## src/rtl/mem_refill_arbiter.sv

```systemverilog
// Arbitrates the single main-memory burst port between I-cache refills and D-cache refills/writebacks.
// Optional macro ARB_ROUND_ROBIN_EN replaces fixed D-cache priority with alternation on simultaneous requests.
`timescale 1ns/1ps
module mem_refill_arbiter #(
    parameter int ADDR_W     = 32,
    parameter int DATA_W     = 32,
    parameter int LINE_WORDS = 8,
    parameter int CNT_W      = $clog2(LINE_WORDS)
) (
    input  logic              clk,
    input  logic              rst_n,
    input  logic              ic_req,
    input  logic [ADDR_W-1:0] ic_addr,
    output logic [DATA_W-1:0] ic_rdata,
    output logic              ic_rvalid,
    output logic              ic_done,
    input  logic              dc_req,
    input  logic              dc_we,
    input  logic [ADDR_W-1:0] dc_addr,
    input  logic [DATA_W-1:0] dc_wdata,
    output logic [CNT_W-1:0]  dc_wbeat,
    output logic [DATA_W-1:0] dc_rdata,
    output logic              dc_rvalid,
    output logic              dc_done,
    output logic              mem_cmd_valid,
    input  logic              mem_cmd_ready,
    output logic              mem_cmd_we,
    output logic [ADDR_W-1:0] mem_cmd_addr,
    output logic [DATA_W-1:0] mem_wdata,
    output logic              mem_wvalid,
    input  logic              mem_wready,
    input  logic [DATA_W-1:0] mem_rdata,
    input  logic              mem_rvalid,
    output logic              busy,
    output logic              owner
);

    localparam int                OFF_W    = $clog2(LINE_WORDS * DATA_W / 8);
    localparam logic [ADDR_W-1:0] OFF_MASK = ADDR_W'((64'd1 << OFF_W) - 64'd1);
    localparam logic [CNT_W-1:0]  LAST     = CNT_W'(LINE_WORDS - 1);

    typedef enum logic [2:0] {IDLE, CMD, WRITE, READ, DONE} state_t;

    state_t             state, state_nxt;
    logic [CNT_W-1:0]   cnt, cnt_nxt;
    logic               owner_q, owner_nxt;
    logic               we_q, we_nxt;
    logic [ADDR_W-1:0]  addr_q, addr_nxt;
    logic               grant_dc;
    logic               read_beat;

    function automatic logic [ADDR_W-1:0] line_base(input logic [ADDR_W-1:0] a);
        return a & ~OFF_MASK;
    endfunction

`ifdef ARB_ROUND_ROBIN_EN
    logic last_owner, last_owner_nxt;

    // On a tie the requester that did not win last time goes first.
    always_comb begin
        grant_dc = dc_req;
        if (dc_req && ic_req) grant_dc = ~last_owner;
    end
`else
    always_comb begin
        grant_dc = dc_req;
    end
`endif

    always_comb begin
        state_nxt = state;
        cnt_nxt   = cnt;
        owner_nxt = owner_q;
        we_nxt    = we_q;
        addr_nxt  = addr_q;
`ifdef ARB_ROUND_ROBIN_EN
        last_owner_nxt = last_owner;
`endif
        case (state)
            IDLE: begin
                if (dc_req || ic_req) begin
                    state_nxt = CMD;
                    owner_nxt = grant_dc;
                    we_nxt    = grant_dc & dc_we;
                    addr_nxt  = line_base(grant_dc ? dc_addr : ic_addr);
`ifdef ARB_ROUND_ROBIN_EN
                    last_owner_nxt = grant_dc;
`endif
                end
            end
            CMD: begin
                if (mem_cmd_ready) begin
                    cnt_nxt   = '0;
                    state_nxt = we_q ? WRITE : READ;
                end
            end
            WRITE: begin
                // The counter holds on the final beat so it never wraps inside a burst.
                if (mem_wready) begin
                    if (cnt == LAST) state_nxt = DONE;
                    else             cnt_nxt   = cnt + 1'b1;
                end
            end
            READ: begin
                if (mem_rvalid) begin
                    if (cnt == LAST) state_nxt = DONE;
                    else             cnt_nxt   = cnt + 1'b1;
                end
            end
            DONE:    state_nxt = IDLE;
            default: state_nxt = IDLE;
        endcase
    end

    always_ff @(posedge clk or negedge rst_n) begin
        if (!rst_n) begin
            state   <= IDLE;
            cnt     <= '0;
            owner_q <= 1'b0;
            we_q    <= 1'b0;
            addr_q  <= '0;
`ifdef ARB_ROUND_ROBIN_EN
            last_owner <= 1'b0;
`endif
        end else begin
            state   <= state_nxt;
            cnt     <= cnt_nxt;
            owner_q <= owner_nxt;
            we_q    <= we_nxt;
            addr_q  <= addr_nxt;
`ifdef ARB_ROUND_ROBIN_EN
            last_owner <= last_owner_nxt;
`endif
        end
    end

    // All outputs decode from state so an async reset silences them before the next edge.
    assign busy          = (state != IDLE);
    assign owner         = owner_q;
    assign mem_cmd_valid = (state == CMD);
    assign mem_cmd_addr  = addr_q;
    assign mem_cmd_we    = we_q;

    assign mem_wvalid = (state == WRITE);
    assign mem_wdata  = mem_wvalid ? dc_wdata : '0;
    assign dc_wbeat   = cnt;

    assign read_beat = (state == READ) && mem_rvalid;
    assign ic_rvalid = read_beat & ~owner_q;
    assign dc_rvalid = read_beat & owner_q;
    assign ic_rdata  = ic_rvalid ? mem_rdata : '0;
    assign dc_rdata  = dc_rvalid ? mem_rdata : '0;

    assign ic_done = (state == DONE) & ~owner_q;
    assign dc_done = (state == DONE) & owner_q;

endmodule

```

## config.mk

```make
export PLATFORM = sky130hd
export DESIGN_NAME = mem_refill_arbiter
export DESIGN_NICKNAME = d
export VERILOG_FILES = /design/src/rtl/mem_refill_arbiter.sv
export SDC_FILE = /design/constraint.sdc
export NUM_CORES = 1
export LEC_CHECK = 0
export ABC_CLOCK_PERIOD_IN_PS = 1700
export BUFFER_PORTS_ARGS = -buffer_cell sky130_fd_sc_hd__buf_2
export CAP_MARGIN = 20
export CORE_AREA = 2 2 108 110
export DETAILED_ROUTE_END_ITERATION = 8
export DIE_AREA = 0 0 110 112
export GPL_TIMING_DRIVEN = 0
export HOLD_SLACK_MARGIN = 0.08
export PLACE_DENSITY = 0.66
export SYNTH_ARGS = -nofsm -noshare
export SYNTH_HDL_FRONTEND = slang
export SYNTH_SLANG_ARGS = --single-unit
export TNS_END_PERCENT = 30
```

## constraint.sdc

```tcl
create_clock -name clk -period 1.7 [get_ports clk]
set_input_delay 0.34 -clock clk [delete_from_list [all_inputs] [get_ports clk]]
set_output_delay 0.34 -clock clk [all_outputs]
set_load 0.01 [all_outputs]
```

==> results of run 1 <==
[state kept, by name (all words and copies together) (netlist names)]
signal	flops
owner	1
dc_wbeat	3
state	3
mem_cmd_addr	27
mem_cmd_we	1
[metrics by stage]
step | util (%) | std cells | worst slack (ps) | total power, µW | hold WS, ps
after detailed placement | 36.78 | 655 | -354.1 | 4930 | 487.6
after floorplan | - | 252 | 24.85 | 3540 | 44.41
after global routing | 46.98 | 687 | -332.4 | 7955 | 219.7
final | 46.98 | 687 | -240.7 | 7512 | 153.7
after CTS | 43.37 | 677 | -262.0 | 7049 | 185.4
after global placement | 36.78 | 655 | -304.0 | 4875 | 477.4
[cells in the final DEF, fill, tap and decap left out, types with 2 or more instances in the layout]
cell type,synthesis,routed
buf_2,3,195
buf_6,2,74
and2_4,0,59
and2_1,96,37
mux2_2,36,36
dfrtp_1,35,31
mux2_4,19,19
buf_4,5,19
buf_8,0,10
clkbuf_16,0,7
conb_1,1,5
inv_1,4,4
nand2_1,5,4
dfrtp_2,0,4
nor3_4,3,3
buf_12,2,3
nor3_1,3,3
a211oi_1,2,2
a21oi_1,2,2
a22o_1,2,2
clkbuf_1,9,2
a31oi_1,2,2
[path summary, 6_finish.rpt]
kind	start	end	slack (ps)	cells after the start
max in group asynchronous	rst_n	state[1]	980	1
max	state[2]	ic_rdata[19]	-240	6
max reg2reg	state[2]	mem_cmd_addr[8]	-60	6
min reg2reg	mem_cmd_addr[11]	mem_cmd_addr[11]	510	1
min in group clk	dc_we	mem_cmd_we	300	3
min	rst_n	mem_cmd_addr[27]	150	1
[final cells by class]
type	instances	area (µm²)	share of cell area (%)
timing repair buffer	284	1973	37.58
multi-input combinational	191	1783	33.96
sequential	35	880.8	16.78
buffer	22	250.2	4.766
tap	143	178.9	3.408
clock buffer	5	125.1	2.383
clock inverter	3	43.79	0.8341
inverter	4	15.01	0.2860
[routing by layer]
layer / GRT usage [%] / routed length, µm
met5: 0 / 0
met4: 3.713 / 131
met3: 3.454 / 912
met2: 30.59 / 5914
met1: 16.85 / 3860
[worst reg2reg max path: stages, from the launching register on]
cell and delay [ps]:
dfrtp_2 410, buf_4 170, nor3_4 270, o21a_1 180
buf_6 160, buf_12 150, mux2_4 300
[power breakdown]
group | internal (µW) | total (µW) | switching (µW)
Sequential | 1250 | 1550 | 298
Clock | 691 | 1040 | 348
Combinational | 2940 | 4920 | 1980
Total | 4880 | 7510 | 2630
[cells by family after synthesis]
family	after synthesis	synth area share (%)
compound gates	14	3.879
mux	56	26.82
simple gates	114	28.26
flops	35	33.52
buf+inv	26	6.417
fa+ha+maj	2	0.9577
other cells	1	0.1435
[repair_timing]
action                                 in CTS  in global routing
pin swaps                                  40                 31
setup endpoints to repair                 122                131
setup buffers                              10                  7
gates cloned                                4                  3
gates resized for setup                   119                 84
endpoints found under the hold margin       0                  0
==> reports/qor.csv, run 1 <==
metric,value,unit
"Warnings, synthesis",0,
"Arr. time, crit path",1600,ps
wire per inst,15.75,µm
synthesized area,2613,µm²
Startpoint Class,register,
clock transition at the registers of the reported paths,60,ps
Tot GR Track Use,15.79,%
Leak,0.002783,µW
top-count cell post-synth,and2_1,
Hold WC Path Type,in -> async,
total gr overflow,0,
Chip Height,112,µm
Yosys reg bits,35,
clk sink count,35,
CP cell instances,nand2b_4 > nor3_4 > buf_6 > buf_6 > and2_1 > buf_2,
worst setup margin,-240.7,ps
Placed Area,4110,µm²
clk_skew,5.759,ps
final period utilization,114.2,%
"Slew Viols, Final",0,
post-synth top area cell,dfrtp_1,
DIE AREA,12320,µm²
first-pass GRT wire length,14960,µm
Crit path required time,1360,ps
Layout area overhead,101.0,%
Die Wd,110,µm
failing checks,negative setup slack,
total CTS buffers,5,
final setup violation count,119,
CTS tree,built,
cells after synthesis,248,
CTS Root Cell,clkbuf_16,
HPWL after detailed placement,8169,µm
pwr dens,1431,nW/µm²
setup TNS,-17780,ps
Peak supply drop,0.0009368,V
area share of the largest cell type after synthesis,33.52,%
slowest cell on the critical path,dfrtp_2,
Crit. End Element,output pin,
final wirelength,10820,µm
initial antenna violation count,0,
H-tree depth,2,
maximum buffer depth of the clock tree,2,
proportion of layout cells with a drive suffix above 1,81.07,%
worst skew pair latency,280,ps
syn avg cell area,10.53,µm²
"top cells by area, synth","dfrtp_1, and2_1, mux2_2, mux2_4, nor3_4",
RSZ-0062 raised after global routing,true,
vias in the first global route,2916,
pin count of the biggest net entering global routing,36,
max frequency,515.3,MHz
CTS Hold Bufs,0,
ANT cells,0,
WP buf/inv,3,
number of flops mapped to enable cells by yosys,0,
count of cell types in the netlist,34,
Final Cell Area,5250,µm²
drt drc,0,
drt pass-1 iters,4,
Worst Path Max Fanout,10,
cell class contributing the biggest share of worst-path delay,simple AND/OR/NAND/NOR gates,
Post-synth top cells,"and2_1, mux2_2, dfrtp_1",
status,"finished, violations left",
Via density,4.303,
part of the Yosys area used for sequential elements,33.52,%
Iter 0 DRT Violations,129,
"Top cell by count, worst path",buf_6,
WS Path Type,reg -> out,
fin crit period,1941,ps
# rows,39,
Critical Path Max Stage Delay,410,ps
Slew HR,46.28,%
number of max-cap violations,0,
fraction of registers with async set/reset,100.0,%
"Hold Vio Cnt, Final",0,
DR vias,2956,
initial core utilization,23.38,%
Ports,276,
core area,11170,µm²
port bufs,260,
Layout Nets,681,
Post-synth top flop,dfrtp_1,
ANT nets after route,0,
FILL cells,1040,
gpl congestion,0.8191,
worst slew pin tran,805.7,ps
(Power assumes the default switching activity.)
==> inputs of run 2 (changes only) <==
Settings changed: ABC_AREA from default to 1, CORE_AREA 2 2 108 110 to default, CORE_MARGIN from default to 8, CORE_UTILIZATION from default to 32, DIE_AREA 0 0 110 112 to default, PLACE_DENSITY 0.66 to 0.83, REMOVE_ABC_BUFFERS from default to 1.
==> run 2 against run 1 <==
  * The run still ends with negative setup slack left
  * Combinational power decreased by 42%
  * Global-route usage increased by 1.5 points
  * Largest cell class unchanged
  * Routed wire length increased by 0.78%
  * Clock skew decreased by 2.6 ps
  * Register-to-register slack improved by 80 ps
  * Synthesized cell count increased by 62%
  * Synthesized area increased by 2.1%
  * Maximum frequency increased by 5.0%
  * Clock power decreased by 42%
  * Final cell count increased by 12%
==> reports/qor.csv, run 2 <==
metric,value,unit
Layout area overhead,59.64,%
synthesized area,2666,µm²
clock transition at the registers of the reported paths,80,ps
Worst Path Max Fanout,8,
area share of the largest cell type after synthesis,32.85,%
H-tree depth,2,
proportion of layout cells with a drive suffix above 1,48.93,%
clk sink count,35,
"Slew Viols, Final",0,
Die Wd,107.3,µm
Yosys reg bits,35,
Post-synth top cells,"nor2_1, inv_1, nand2_1",
fin crit period,1847,ps
Post-Place Setup Slack,-560.2,ps
number of flops mapped to enable cells by yosys,0,
port bufs,260,
CTS tree,built,
worst slew pin tran,778.0,ps
DIE AREA,11510,µm²
maximum buffer depth of the clock tree,2,
Startpoint Class,register,
Placed Area,3929,µm²
failing checks,negative setup slack,
final period utilization,108.7,%
fraction of registers with async set/reset,100.0,%
pwr dens,1148,nW/µm²
part of the Yosys area used for sequential elements,32.85,%
"commonest cells after routing, fill and taps aside","buf_2, nor2_1, inv_1, nand2_1, dfrtp_1",
max frequency,541.3,MHz
initial antenna violation count,6,
Chip Height,107.3,µm
count of cell types in the netlist,25,
Layout Nets,793,
HPWL after detailed placement,8833,µm
"top cells by area, synth","dfrtp_1, nor2_1, inv_1, o21a_1, nand2_1",
clk_skew,3.160,ps
post-synth top area cell,dfrtp_1,
drt pass-1 iters,4,
worst skew pair latency,280,ps
Critical path origin,state[2],
worst reg2reg path startpoint,state[2],
gpl congestion,0.8680,
Leak,0.002597,µW
"Warnings, synthesis",0,
ANT nets after route,0,
"Hold Vio Cnt, Final",0,
"Arr. time, crit path",1510,ps
first-pass GRT wire length,15820,µm
max FFs per register,27,
total CTS buffers,5,
Slew HR,48.14,%
pin count of the biggest net entering global routing,36,
Hold WC Path Type,in -> async,
cells after synthesis,402,
WS Path Type,reg -> out,
initial core utilization,32.78,%
Crit path required time,1360,ps
Post-synth top flop,dfrtp_1,
total gr overflow,0,
CTS Hold Bufs,0,
final setup violation count,96,
DR vias,3280,
Via density,4.276,
number of max-cap violations,0,
core area,8134,µm²
# rows,33,
Peak supply drop,0.0007009,V
vias in the first global route,3134,
top-count cell post-synth,nor2_1,
syn avg cell area,6.633,µm²
"commonest non-fill, non-tap cell in the layout",buf_2,
status,"finished, violations left",
CTS Root Cell,clkbuf_8,
Final Cell Area,4257,µm²
wire per inst,14.22,µm
Iter 0 DRT Violations,100,
drt drc,0,
worst setup margin,-147.5,ps
Crit. End Element,output pin,
final wirelength,10900,µm
Tot GR Track Use,17.26,%
RSZ-0062 raised after global routing,true,
Ports,276,
==> run 2: power by group <==
group	internal, µW	switching [µW]
Sequential	1220	218
Combinational	1190	1660
Clock	285	313
==> run 2: worst max-delay path, cell delays in order, from the launching register on <==
cell and delay, ps:
dfrtp_2 440, nor2_4 140, nand2_4 80, nor2_4 110
buf_12 150, inv_8 60, nor2_2 90, buf_2 150
==> run 2: per-stage QoR <==
stage          util [%]  TNS (ps)  total power (µW)  hold WS (ps)  cells
3_3_place_gp      47.96    -46790              4095         465.3    745
3_5_place_dp      48.30    -13840              4175         474.0    746
5_1_grt           52.33    -18330              5300         192.5    767
6_report          52.33     -8064              4887         125.8    767
2_1_floorplan         -    -14620              2945         44.41    380
4_1_cts           50.93     -9158              4936         152.7    761
==> run 2: routing by layer <==
layer / up-vias / track usage, % / share of wire [%]
li1: 1687 / - / -
met1: 1430 / 17.25 / 35
met2: 148 / 31.16 / 52
met3: 15 / 6.048 / 10
met4: 0 / 8.342 / 3.1
met5: - / 0 / 0
==> run 2: logic make-up after synthesis <==
group / after synthesis / synth area share, %
AND/OR/NAND/NOR: 192 / 31.91
AO/OA/AOI/OAI: 61 / 14.22
buffers and inverters: 111 / 19.94
other: 1 / 0.1406
flip-flops: 35 / 32.85
adder cells (fa/ha/maj): 2 / 0.9384
==> run 2: layout make-up <==
type                    instances  area, µm²
diodes                          6      15.01
clock buffers                   5      68.82
clock inverters                 3      20.02
fillers                       824       3877
inverters                      85      336.6
multi-input cells             261       1380
flip-flops and latches         35      878.3
well taps                     105      131.4
repair buffers                265       1404
repair inverters                2      22.52
==> run 2: path summary, 6_finish.rpt <==
check,end,slack (ps),depth (start not counted)
max,ic_rdata[13],-150,7
max in group asynchronous,state[2],1040,1
max reg2reg,mem_cmd_addr[17],20,7
min reg2reg,mem_cmd_addr[25],480,1
min,mem_cmd_addr[7],130,1
min in group clk,mem_cmd_we,310,3
==> run 2: what timing repair did <==
action | CTS | global route
gates resized for setup | 21 | 29
cloned | 3 | 0
pin swaps | 2 | 1
setup buffers | 4 | 0
setup endpoints to repair | 123 | 117
==> inputs of run 3 (changes only) <==
Settings changed: ABC_CLOCK_PERIOD_IN_PS 1700 to 2400, CORE_AREA from default to 8 8 100 102, CORE_MARGIN 8 to default, CORE_UTILIZATION 32 to default, DIE_AREA from default to 0 0 108 110, PLACE_DENSITY 0.83 to 0.8.
Clock period 1.7 ns to 2.4 ns, I/O delays scaled along.
==> run 3 against run 2 <==
  * The flow now finishes without violations
  * Via count decreased by 2.6%
  * Clock skew up 1.4 ps
  * First-iteration DRC count is 100% higher
  * Worst setup slack improved by 370 ps
  * Largest cell class unchanged
==> reports/qor.csv, run 3 (same netlist as run 2, synthesis figures left out) <==
metric,value,unit
status,"finished, final reports clean",
worst setup margin,221.6,ps
port bufs,260,
drt pass-1 iters,4,
drt drc,0,
Startpoint Class,register,
first-pass GRT wire length,15040,µm
Inst Count DP,749,
total CTS buffers,5,
core area,8466,µm²
proportion of layout cells with a drive suffix above 1,44.84,%
DIE AREA,11880,µm²
initial core utilization,31.50,%
# rows,34,
"Hold Vio Cnt, Final",0,
pin count of the biggest net entering global routing,43,
maximum buffer depth of the clock tree,2,
final setup violation count,0,
vias in the first global route,3010,
WS Path Type,reg -> out,
DR vias,3196,
CTS resizes,0,
Hold WC Path Type,in -> async,
clk_skew,4.578,ps
Post-Place Setup Slack,40.20,ps
Layout Nets,786,
clock transition at the registers of the reported paths,70,ps
"commonest non-fill, non-tap cell in the layout",buf_2,
ANT nets after route,0,
CTS Hold Bufs,0,
Crit. End Element,output pin,
final period utilization,90.77,%
Leak,0.002554,µW
CTS Root Cell,clkbuf_8,
Tot GR Track Use,15.98,%
Slew HR,48.05,%
postcts setup bufs,0,
gpl congestion,0.8547,
final wirelength,10510,µm
Via density,4.216,
max frequency,459.1,MHz
Final Power,3319,µW
"Arr. time, crit path",1700,ps
Layout area overhead,50.63,%
Peak supply drop,0.0003963,V
RSZ-0062 raised after global routing,false,
number of max-cap violations,0,
clk sink count,35,
max FFs per register,27,
"commonest cells after routing, fill and taps aside","buf_2, nor2_1, inv_1, nand2_1, dfrtp_1",
CTS tree,built,
wire per inst,13.87,µm
Crit path required time,1920,ps
worst skew pair latency,280,ps
HPWL after detailed placement,9018,µm
Chip Height,110,µm
Ports,276,
"Cell Count, Final, Fillers Out",758,
H-tree depth,2,
Iter 0 DRT Violations,203,
fin crit period,2178,ps
worst slew pin tran,779.2,ps
Die Wd,108,µm
FILL cells,890,
pwr dens,826.4,nW/µm²
Worst Path Max Fanout,32,
"Slew Viols, Final",0,
initial antenna violation count,1,
total gr overflow,0,
run 3: changes by cell type in the layout (fill, tap and decap cells not counted), moves of 3 or more:
cell	change
nor2_1	+18
diode_2	-5
buf_2	+7
nor2_4	-7
inv_8	-3
nor2_2	-11
buf_6	-6
buf_4	-4
run 3: power breakdown:
| group | internal, µW | leakage (µW) | switching (µW) |
|---|---|---|---|
| Sequential | 860 | 0.000393 | 167 |
| Clock | 204 | 0.0000422 | 200 |
| Combinational | 784 | 0.00212 | 1110 |
run 3: area by class of cell:
type                    instances  area [µm²]  area share [%]
clock inverters                 1       5.005          0.1246
multi-input cells             260        1281           31.90
well taps                     108       135.1           3.364
flip-flops and latches         35       875.8           21.81
inverters                      85       319.1           7.944
diodes                          1       2.502         0.06231
clock buffers                   7       76.32           1.900
repair buffers                261        1321           32.90
run 3: worst paths after layout:
check / start / end / slack [ps] / cells past startpoint
worst min register to register: mem_cmd_addr[17] / mem_cmd_addr[17] / 480 / 1
max in group asynchronous: rst_n / mem_cmd_addr[9] / 1620 / 1
worst max register to register: state[2] / mem_cmd_addr[20] / 700 / 6
min in group clk: dc_we / mem_cmd_we / 460 / 3
worst max-delay path: state[0] / dc_rdata[18] / 220 / 7
worst min-delay path: rst_n / mem_cmd_addr[27] / 280 / 1
run 3: through the flow:
| stage | hold WS, ps | utilization [%] | setup TNS [ps] | cell area [µm²] |
|---|---|---|---|---|
| global route | 322.6 | 47.44 | 0 | 4016 |
| floorplan | 184.4 | - | 0 | 2469 |
| detailed placement | 475.0 | 46.45 | 0 | 3933 |
| global placement | 468.4 | 46.13 | -30600 | 3905 |
| CTS | 289.0 | 47.41 | 0 | 4014 |
| finish | 277.4 | 47.44 | 0 | 4016 |
run 3: layer usage:
layer  share of wire [%]  routed length (µm)  GRT usage [%]  up-vias
li1                    -                   -              -     1667
met1                  37                3858          16.92     1374
met2                  52                5425          29.86      147
met3                  11                1108          5.000        8
met4                 1.2                 121          4.262        0
met5                   0                   0              0        -
run 3: critical path, cell delays in order (launching register included):
cell	delay, ps
dfrtp_1	480
nand2_2	70
nor2_2	110
nand2_2	100
nor2_4	110
inv_2	200
nor2_1	170
buf_2	160
